$ cat src/rtl/cla_serial_ctrl_pkg.sv
// Shared types for the nibble-serial CLA adder.
// State encoding and slice width constant.
package cla_pkg;

  localparam int NIBBLE = 4;

  typedef enum logic [1:0] {
    IDLE = 2'd0,
    ADD  = 2'd1,
    DONE = 2'd2
  } state_e;

endpackage

$ cat src/rtl/cla_serial_ctrl_slice.sv
// Combinational 4-bit carry lookahead adder slice.
// Carries are flattened generate/propagate sums.
module cla4_slice
  import cla_pkg::*;
(
  input  logic [NIBBLE-1:0] a,
  input  logic [NIBBLE-1:0] b,
  input  logic              ci,
  output logic [NIBBLE-1:0] s,
  output logic              co
);

  logic [NIBBLE-1:0] g;
  logic [NIBBLE-1:0] p;
  logic [NIBBLE:0]   c;

  assign g = a & b;
  assign p = a ^ b;

  assign c[0] = ci;
  assign c[1] = g[0] | (p[0] & ci);
  assign c[2] = g[1] | (p[1] & g[0])
              | (p[1] & p[0] & ci);
  assign c[3] = g[2] | (p[2] & g[1])
              | (p[2] & p[1] & g[0])
              | (p[2] & p[1] & p[0] & ci);
  assign c[4] = g[3] | (p[3] & g[2])
              | (p[3] & p[2] & g[1])
              | (p[3] & p[2] & p[1] & g[0])
              | (p[3] & p[2] & p[1] & p[0] & ci);

  assign s  = p ^ c[NIBBLE-1:0];
  assign co = c[NIBBLE];

endmodule

$ cat src/rtl/cla_serial_ctrl.sv
// Nibble-serial adder reusing one cla4_slice, LS nibble first.
// Optional signed overflow output: define CLA_SERIAL_OVF_EN.
module cla_serial_ctrl
  import cla_pkg::*;
#(
  parameter int nBITS = 16
) (
  input  logic             clk,
  input  logic             rst_n,
  input  logic             in_valid,
  output logic             in_ready,
  input  logic [nBITS-1:0] ain,
  input  logic [nBITS-1:0] bin,
  input  logic             cin,
  output logic             out_valid,
  input  logic             out_ready,
  output logic [nBITS-1:0] sum,
  output logic             cout,
`ifdef CLA_SERIAL_OVF_EN
  output logic             ovf,
`endif
  output logic             busy
);

  localparam int NSLICE = nBITS / NIBBLE;
  localparam int KW = (NSLICE > 1) ? $clog2(NSLICE) : 1;
  localparam int MSB = nBITS - 1;

  if ((nBITS % NIBBLE) != 0 || nBITS < NIBBLE) begin : g_bad_width
    $error("cla_serial_ctrl: nBITS must be a multiple of 4, >= 4");
  end

  state_e            state_q, state_d;
  logic [KW-1:0]     k_q, k_d;
  logic              c_q, c_d;
  logic [nBITS-1:0]  a_q, a_d;
  logic [nBITS-1:0]  b_q, b_d;
  logic [nBITS-1:0]  sum_q, sum_d;
  logic              cout_q, cout_d;
`ifdef CLA_SERIAL_OVF_EN
  logic              ovf_q, ovf_d;
`endif

  logic [NIBBLE-1:0] sl_a, sl_b, sl_s;
  logic              sl_co;
  logic              last;

  assign sl_a = a_q[NIBBLE*int'(k_q) +: NIBBLE];
  assign sl_b = b_q[NIBBLE*int'(k_q) +: NIBBLE];
  assign last = (k_q == KW'(NSLICE - 1));

  cla4_slice u_slice (
    .a  (sl_a),
    .b  (sl_b),
    .ci (c_q),
    .s  (sl_s),
    .co (sl_co)
  );

  always_comb begin
    state_d = state_q;
    k_d     = k_q;
    c_d     = c_q;
    a_d     = a_q;
    b_d     = b_q;
    sum_d   = sum_q;
    cout_d  = cout_q;
`ifdef CLA_SERIAL_OVF_EN
    ovf_d   = ovf_q;
`endif
    unique case (state_q)
      IDLE: begin
        if (in_valid) begin
          a_d     = ain;
          b_d     = bin;
          c_d     = cin;
          k_d     = '0;
          state_d = ADD;
        end
      end
      ADD: begin
        sum_d[NIBBLE*int'(k_q) +: NIBBLE] = sl_s;
        c_d = sl_co;
        k_d = k_q + KW'(1);
        if (last) begin
          cout_d  = sl_co;
          state_d = DONE;
`ifdef CLA_SERIAL_OVF_EN
          // Final slice holds the MSB, so its sum bit 3 is sum[MSB].
          ovf_d = (a_q[MSB] == b_q[MSB])
                && (sl_s[NIBBLE-1] != a_q[MSB]);
`endif
        end
      end
      DONE: begin
        if (out_ready) state_d = IDLE;
      end
      default: state_d = IDLE;
    endcase
  end

  always_ff @(posedge clk or negedge rst_n) begin
    if (!rst_n) begin
      state_q <= IDLE;
      k_q     <= '0;
      c_q     <= 1'b0;
      a_q     <= '0;
      b_q     <= '0;
      sum_q   <= '0;
      cout_q  <= 1'b0;
`ifdef CLA_SERIAL_OVF_EN
      ovf_q   <= 1'b0;
`endif
    end else begin
      state_q <= state_d;
      k_q     <= k_d;
      c_q     <= c_d;
      a_q     <= a_d;
      b_q     <= b_d;
      sum_q   <= sum_d;
      cout_q  <= cout_d;
`ifdef CLA_SERIAL_OVF_EN
      ovf_q   <= ovf_d;
`endif
    end
  end

  assign in_ready  = (state_q == IDLE);
  assign out_valid = (state_q == DONE);
  assign busy      = (state_q != IDLE);
  assign sum       = sum_q;
  assign cout      = cout_q;
`ifdef CLA_SERIAL_OVF_EN
  assign ovf       = ovf_q;
`endif

endmodule

$ cat config.mk
export PLATFORM = sky130hd
export DESIGN_NAME = cla_serial_ctrl
export DESIGN_NICKNAME = d
export VERILOG_FILES = /design/src/rtl/cla_serial_ctrl_pkg.sv /design/src/rtl/cla_serial_ctrl_slice.sv /design/src/rtl/cla_serial_ctrl.sv
export SDC_FILE = /design/constraint.sdc
export NUM_CORES = 1
export LEC_CHECK = 0
export ABC_AREA = 0
export ABC_CLOCK_PERIOD_IN_PS = 5350
export CORE_ASPECT_RATIO = 1.75
export CORE_MARGIN = 1
export CORE_UTILIZATION = 35
export CTS_BUF_LIST = sky130_fd_sc_hd__clkbuf_8
export CTS_CLUSTER_DIAMETER = 200
export DETAILED_ROUTE_END_ITERATION = 8
export GPL_TIMING_DRIVEN = 0
export MAX_ROUTING_LAYER = met4
export PLACE_DENSITY = 0.59
export REMOVE_ABC_BUFFERS = 1
export SYNTH_ARGS = -nofsm -noshare
export SYNTH_HDL_FRONTEND = slang
export SYNTH_SLANG_ARGS = --single-unit
$ cat constraint.sdc
create_clock -name clk -period 5.35 [get_ports clk]
set_clock_uncertainty 0.15 [all_clocks]
set_input_delay 0.535 -clock clk [delete_from_list [all_inputs] [get_ports clk]]
set_output_delay 0.535 -clock clk [all_outputs]
set_load 0.03 [all_outputs]
Word level (Yosys, flattened, before mapping)
Index checks and enable logic that the tools add are counted.
Operators by class
  add/sub/neg operators: 2
  equality and inequality tests: 6
  shift operators: 4
  multiplexer cells: 9
  bitwise gates (word level): 29
  reduce and logical (&&, ||, !) cells: 7
Operators by type and width (count)
  negation 4 -> 33 bit: 1
  variable shift 4 x 33 -> 16 bit, first input constant: 1
  indexed part select 4 x 33 -> 16 bit: 1
  indexed part select 16 x 5 -> 4 bit: 2
  bitwise AND 1 bit: 16
  bitwise mux 16 bit: 1
  bitwise OR 1 bit: 10
  two-way mux 2 bit: 4
  XOR 4 bit: 2
  one-hot mux 2 bit (3 select lines): 1
  AND reduction 2 bit: 3
  bitwise AND 4 bit: 1
  equality test 2 bit, second input constant: 2
  != test 2 bit, second input constant: 2
  one-hot mux 2 bit (2 select lines): 1
  nonzero test 2 bit: 2
  AND reduction 3 bit: 1
  adder 2 x 1 -> 2 bit, second input constant: 1
  equality test 2 x 1 -> 1 bit, second input constant: 1
  logical NOT 2 bit: 1
  != test 2 x 1 -> 1 bit, second input constant: 1
  one-hot mux 1 bit (2 select lines): 1
  two-way mux 1 bit: 1
Storage, ports and cells
  bits in registers: 54
  input bits: 37
  output and inout port bits: 20
  logic and storage cells: 64

Longest topological paths before layout
  depth in word-level cells: 9
  depth in mapped cells: 8
  depth with buffers taken out: 6

By module
From an unflattened synthesis, not the netlist that was laid out.
Second synthesis, totals
  cell total of the unflattened synthesis: 188
  area total of the unflattened synthesis: 2713.9 µm²
Modules (own cells, without submodules)
  cla_serial_ctrl: instances 1, cells an instance 171, area each 2566.2 µm², sequential area each 1351.3 µm²
  cla4_slice: instances 1, cells an instance 17, area each 147.6 µm², sequential area each 0.0 µm²

Least setup slack after synthesis
OpenSTA, ideal clock, no wires.
  kind: reg2reg
  start: register k_q[0]
  end: register sum_q[11] (netlist: sum[11])
  setup time: 0.083 ns
  data arrival time: 2.360 ns
  data required time: 5.117 ns
  slack: 2.758 ns
  stages on the path, launching flop included: 8
  buffers on the path: 2
  clock period less this slack: 2.592 ns
  cell sequence: dfrtp_1 > clkbuf_2 > buf_2 > mux4_2 > ha_1 > and4_1 > a2111o_1 > o21ai_0
On the way
  word-level cells in the longest chain between the ends: 9
  elaborated cells on any way between the ends: 24
  those cells by class: add/sub (1); shift (4); mux (1); bitwise (18)
Ends and longest elaborated chain
  start, declared: line cla_serial_ctrl.sv:34  | logic [KW-1:0] k_q, k_d;
  start signal, assigned: line cla_serial_ctrl.sv:116  | k_q <= k_d;
  indexed part select 16 x 5 -> 4 bit (on tied branches): line cla_serial_ctrl.sv:48, cla_serial_ctrl.sv:49
  XOR 4 bit / bitwise AND 4 bit (equally long branches): line cla_serial_ctrl_slice.sv:18, cla_serial_ctrl_slice.sv:17
  bitwise AND 1 bit (on tied branches): line cla_serial_ctrl_slice.sv:24, cla_serial_ctrl_slice.sv:25, cla_serial_ctrl_slice.sv:26
  bitwise OR 1 bit (tied with other cells): line cla_serial_ctrl_slice.sv:24  | assign c[3] = g[2] | (p[2] & g[1])
  bitwise OR 1 bit / bitwise AND 1 bit (equally long branches): line cla_serial_ctrl_slice.sv:25, cla_serial_ctrl_slice.sv:26
  bitwise OR 1 bit: line cla_serial_ctrl_slice.sv:26  | | (p[2] & p[1] & p[0] & ci);
  XOR 4 bit: line cla_serial_ctrl_slice.sv:32  | assign s = p ^ c[NIBBLE-1:0];
  indexed part select 4 x 33 -> 16 bit: line cla_serial_ctrl.sv:82  | sum_d[NIBBLE*int'(k_q) +: NIBBLE] = sl_s;
  bitwise mux 16 bit (*): line cla_serial_ctrl.sv:82
  end signal, assigned: line cla_serial_ctrl.sv:120  | sum_q <= sum_d;
  end, declared: line cla_serial_ctrl.sv:38  | logic [nBITS-1:0] sum_q, sum_d;
Every way passes the cells marked *; elsewhere a longest branch is shown, timed or not.
A chain may end at the register's enable or synchronous reset.

Worst setup path after layout
  start: register k_q[0]
  end: register sum_q[3] (netlist: sum[3])
The elaborated chain is that of the path after synthesis.

==> reports/metrics.yaml <==
pwr:
  intPower_mw: 1.33
  seqPwrFrac_pct: 33.1
  power.total_mw: 2.24
  p_sw_mw: 0.907
  p_clk_share_pct: 12.3
  leakage_nw: 1.38
  swShare_pct: 40.5
  combinationalPowerShare_pct: 54.6
  peakVddDrop_uv: 356
  power_density_nw_per_um2: 685
sta:
  fin_tns_setup_ps: 0
  tightest_slew_ps: 806
  period_share_pct: 58.1
  rsz0062_at_grt: "false"
  min_period_ps: 3110
  setup_ws_ps: 2240
  fmax_mhz: 322
  relSlewSlack_pct: 46.1
  finalHoldViolations: 0
  holdWs_ps: 86.3
  maxSlewViolCount: 0
  setup_viol: 0
run:
  drv_cap: 0
placed_design:
  dpl_cell_area_um2: 3160
  dpl.cell_count: 319
  dp_hpwl_um: 3830
  pre_cts_ws_ps: 2200
  io_buffers: 56
  gp_congestion: 0.743
synthesis:
  avgSynthCellArea_um2: 13.5
  ys_seq_elements: 54
  syn_area_um2: 2480
  seq_area_frac_synth_pct: 54.6
  ys_warn_count: 0
  synth.distinct_cells: 32
  synth_cells: 183
setup_path:
  crit_required_ps: 5420
  criticalPathCategory: "reg -> reg"
  critPathLaunchType: "flop"
  worstPathArrival_ps: 3180
  crit_fanout: 17
  cp-end-kind: "flop"
clocking:
  clk_pin_slew_worst_paths_ps: 100
  root_buffer: "clkbuf_8"
  post_cts_buffers: 0
  tritoncts: "built"
  hold_buffers: 0
  cts.htree.levels: 2
  clk_latency_ps: 300
  cts_buffers: 5
  cts_resized: 0
  clk_path_buf_depth: 2
  cts_sinks: 54
global_routing:
  grt_pass1_wl_um: 8450
  grt_max_degree: 29
  overflow: 0
  antenna_found_initial: 0
  grt_pass1_vias: 1699
  grt_usage_pct: 15.7
die:
  io_pins: 57
  core_area_um2: 6860
  chipWidth_um: 65.6
  std_cell_rows: 40
  initial_core_util_pct: 36.1
  die_y_um: 113
  die_area_um2: 7430
drt:
  dr.first_iter.drc_count: 39
  vias: 1641
  drt-total-wl_um: 4910
  drt-wirelength-per-cell_um: 15.0
  vias_per_cell: 5.03
  drc_errors: 0
  drtAntennaViolNets: 0
  drt_first_pass_iters: 4
final_layout:
  diodes: 0
  finalNetCount: 290
  drive_gt1_share_pct: 21.9
  syn_to_final_growth_pct: 32.0
  postLayoutCoreUtil_pct: 47.7
  fin_cells: 326
  finalInstanceArea_um2: 3270
min_path:
  min_path_type: "in -> async"
status:
  outcome: "complete, no violations"
[final cells by class]
type | instances | area (um2)
tap | 84 | 105
timing repair buffer | 60 | 609
clock inverter | 1 | 30.0
inverter | 4 | 15.0
clock buffer | 6 | 82.6
fill | 642 | 3590
sequential | 54 | 1350
multi-input combinational | 117 | 1080
[worst paths after layout]
path                             start  cells past startpoint  slack (ps)     end
worst max-delay path            k_q[0]                      6        2240  sum[3]
worst min-delay path             rst_n                      1          90  b_q[1]
worst max register to register  k_q[0]                      6        2240  sum[3]
worst min register to register  sum[5]                      2         340  sum[5]
max in group asynchronous        rst_n                      2        4390    cout
min in group clk                sum[5]                      2         340  sum[5]
[routing by layer]
layer  global-route usage, %  part of all wire, %  wire length [um]
met4                    6.09                  1.7                85
met5                       -                    0                 0
met3                    2.42                  2.4               117
met2                    27.5                   57              2810
met1                    17.5                   39              1890
[critical path: stages, from the launching register on]
cell      delay [ps]
dfrtp_1          870
mux4_2           640
ha_1             310
a21o_1           190
and4_1           210
a2111o_1         450
o21ai_0          210
[state kept, by name, summed over array words and instances, names as in the netlist]
register  count
c_q           1
a_q          16
cout          1
state_q       2
sum          16
b_q          16
k_q           2
[kinds of logic (layout without fill, tap and decap cells)]
logic type	count (synthesis)	in the layout	share of synthesized area (%)
adders and majority gates	11	11	5.86
xor gates and xnor gates	2	2	0.708
muxes	40	40	21.8
and+or+nand+nor	36	36	7.13
DFF	54	54	54.6
AOI/OAI and AO/OA	28	28	7.73
buffers and inverters	12	71	2.17
[power groups by stage]
stage | Sequential (mW) | Clock (mW) | Combinational [mW]
final | 0.741 | 0.275 | 1.22
after global routing | 0.774 | 0.301 | 1.36
after CTS | 0.748 | 0.286 | 1.24
after detailed placement | 0.757 | 0 | 1.23
after global placement | 0.746 | 0 | 1.21
after floorplan | 0.802 | 0 | 0.766
[cell usage in the layout, fill, tap and decap left out, types with 2 or more instances in the layout]
cell | netlist | routed
buf_6 | 0 | 3
dfrtp_1 | 54 | 54
ha_1 | 10 | 10
mux4_2 | 8 | 8
nand2_1 | 15 | 15
inv_1 | 4 | 4
nor3_1 | 2 | 2
xnor2_1 | 2 | 2
o21ai_0 | 8 | 8
mux2_2 | 32 | 32
a22o_1 | 9 | 9
nor2b_1 | 3 | 3
o21ai_1 | 2 | 2
nand3_1 | 2 | 2
and3_1 | 2 | 2
clkbuf_8 | 0 | 6
clkdlybuf4s50_1 | 0 | 55
nor2_1 | 5 | 5
a21oi_1 | 3 | 3
[Yosys cell counts]
cell type / count / area [um2]
a31oi_1: 1 / 6.26
inv_1: 4 / 15.0
dfrtp_1: 54 / 1350
ha_1: 10 / 125
a21oi_1: 3 / 15.0
nand2_1: 15 / 56.3
mux2_2: 32 / 360
clkbuf_2: 1 / 5.00
a22o_1: 9 / 78.8
o31ai_1: 1 / 7.51
o21ai_1: 2 / 10.0
mux4_2: 8 / 180
and4_1: 1 / 8.76
nor2b_1: 3 / 18.8
nor3_1: 2 / 10.0
a21o_1: 1 / 7.51
a2111o_1: 1 / 11.3
nor3b_1: 2 / 15.0
and3_1: 2 / 12.5
xnor2_1: 2 / 17.5
a22oi_1: 1 / 7.51
or4_1: 1 / 7.51
fa_1: 1 / 20.0
nand2b_1: 1 / 6.26
nor4_1: 1 / 6.26
buf_2: 6 / 30.0
nand4_1: 1 / 6.26
nand3_1: 2 / 10.0
o21ai_0: 8 / 40.0
clkbuf_1: 1 / 3.75
o21bai_1: 1 / 7.51
nor2_1: 5 / 18.8
(Power assumes the default switching activity.)
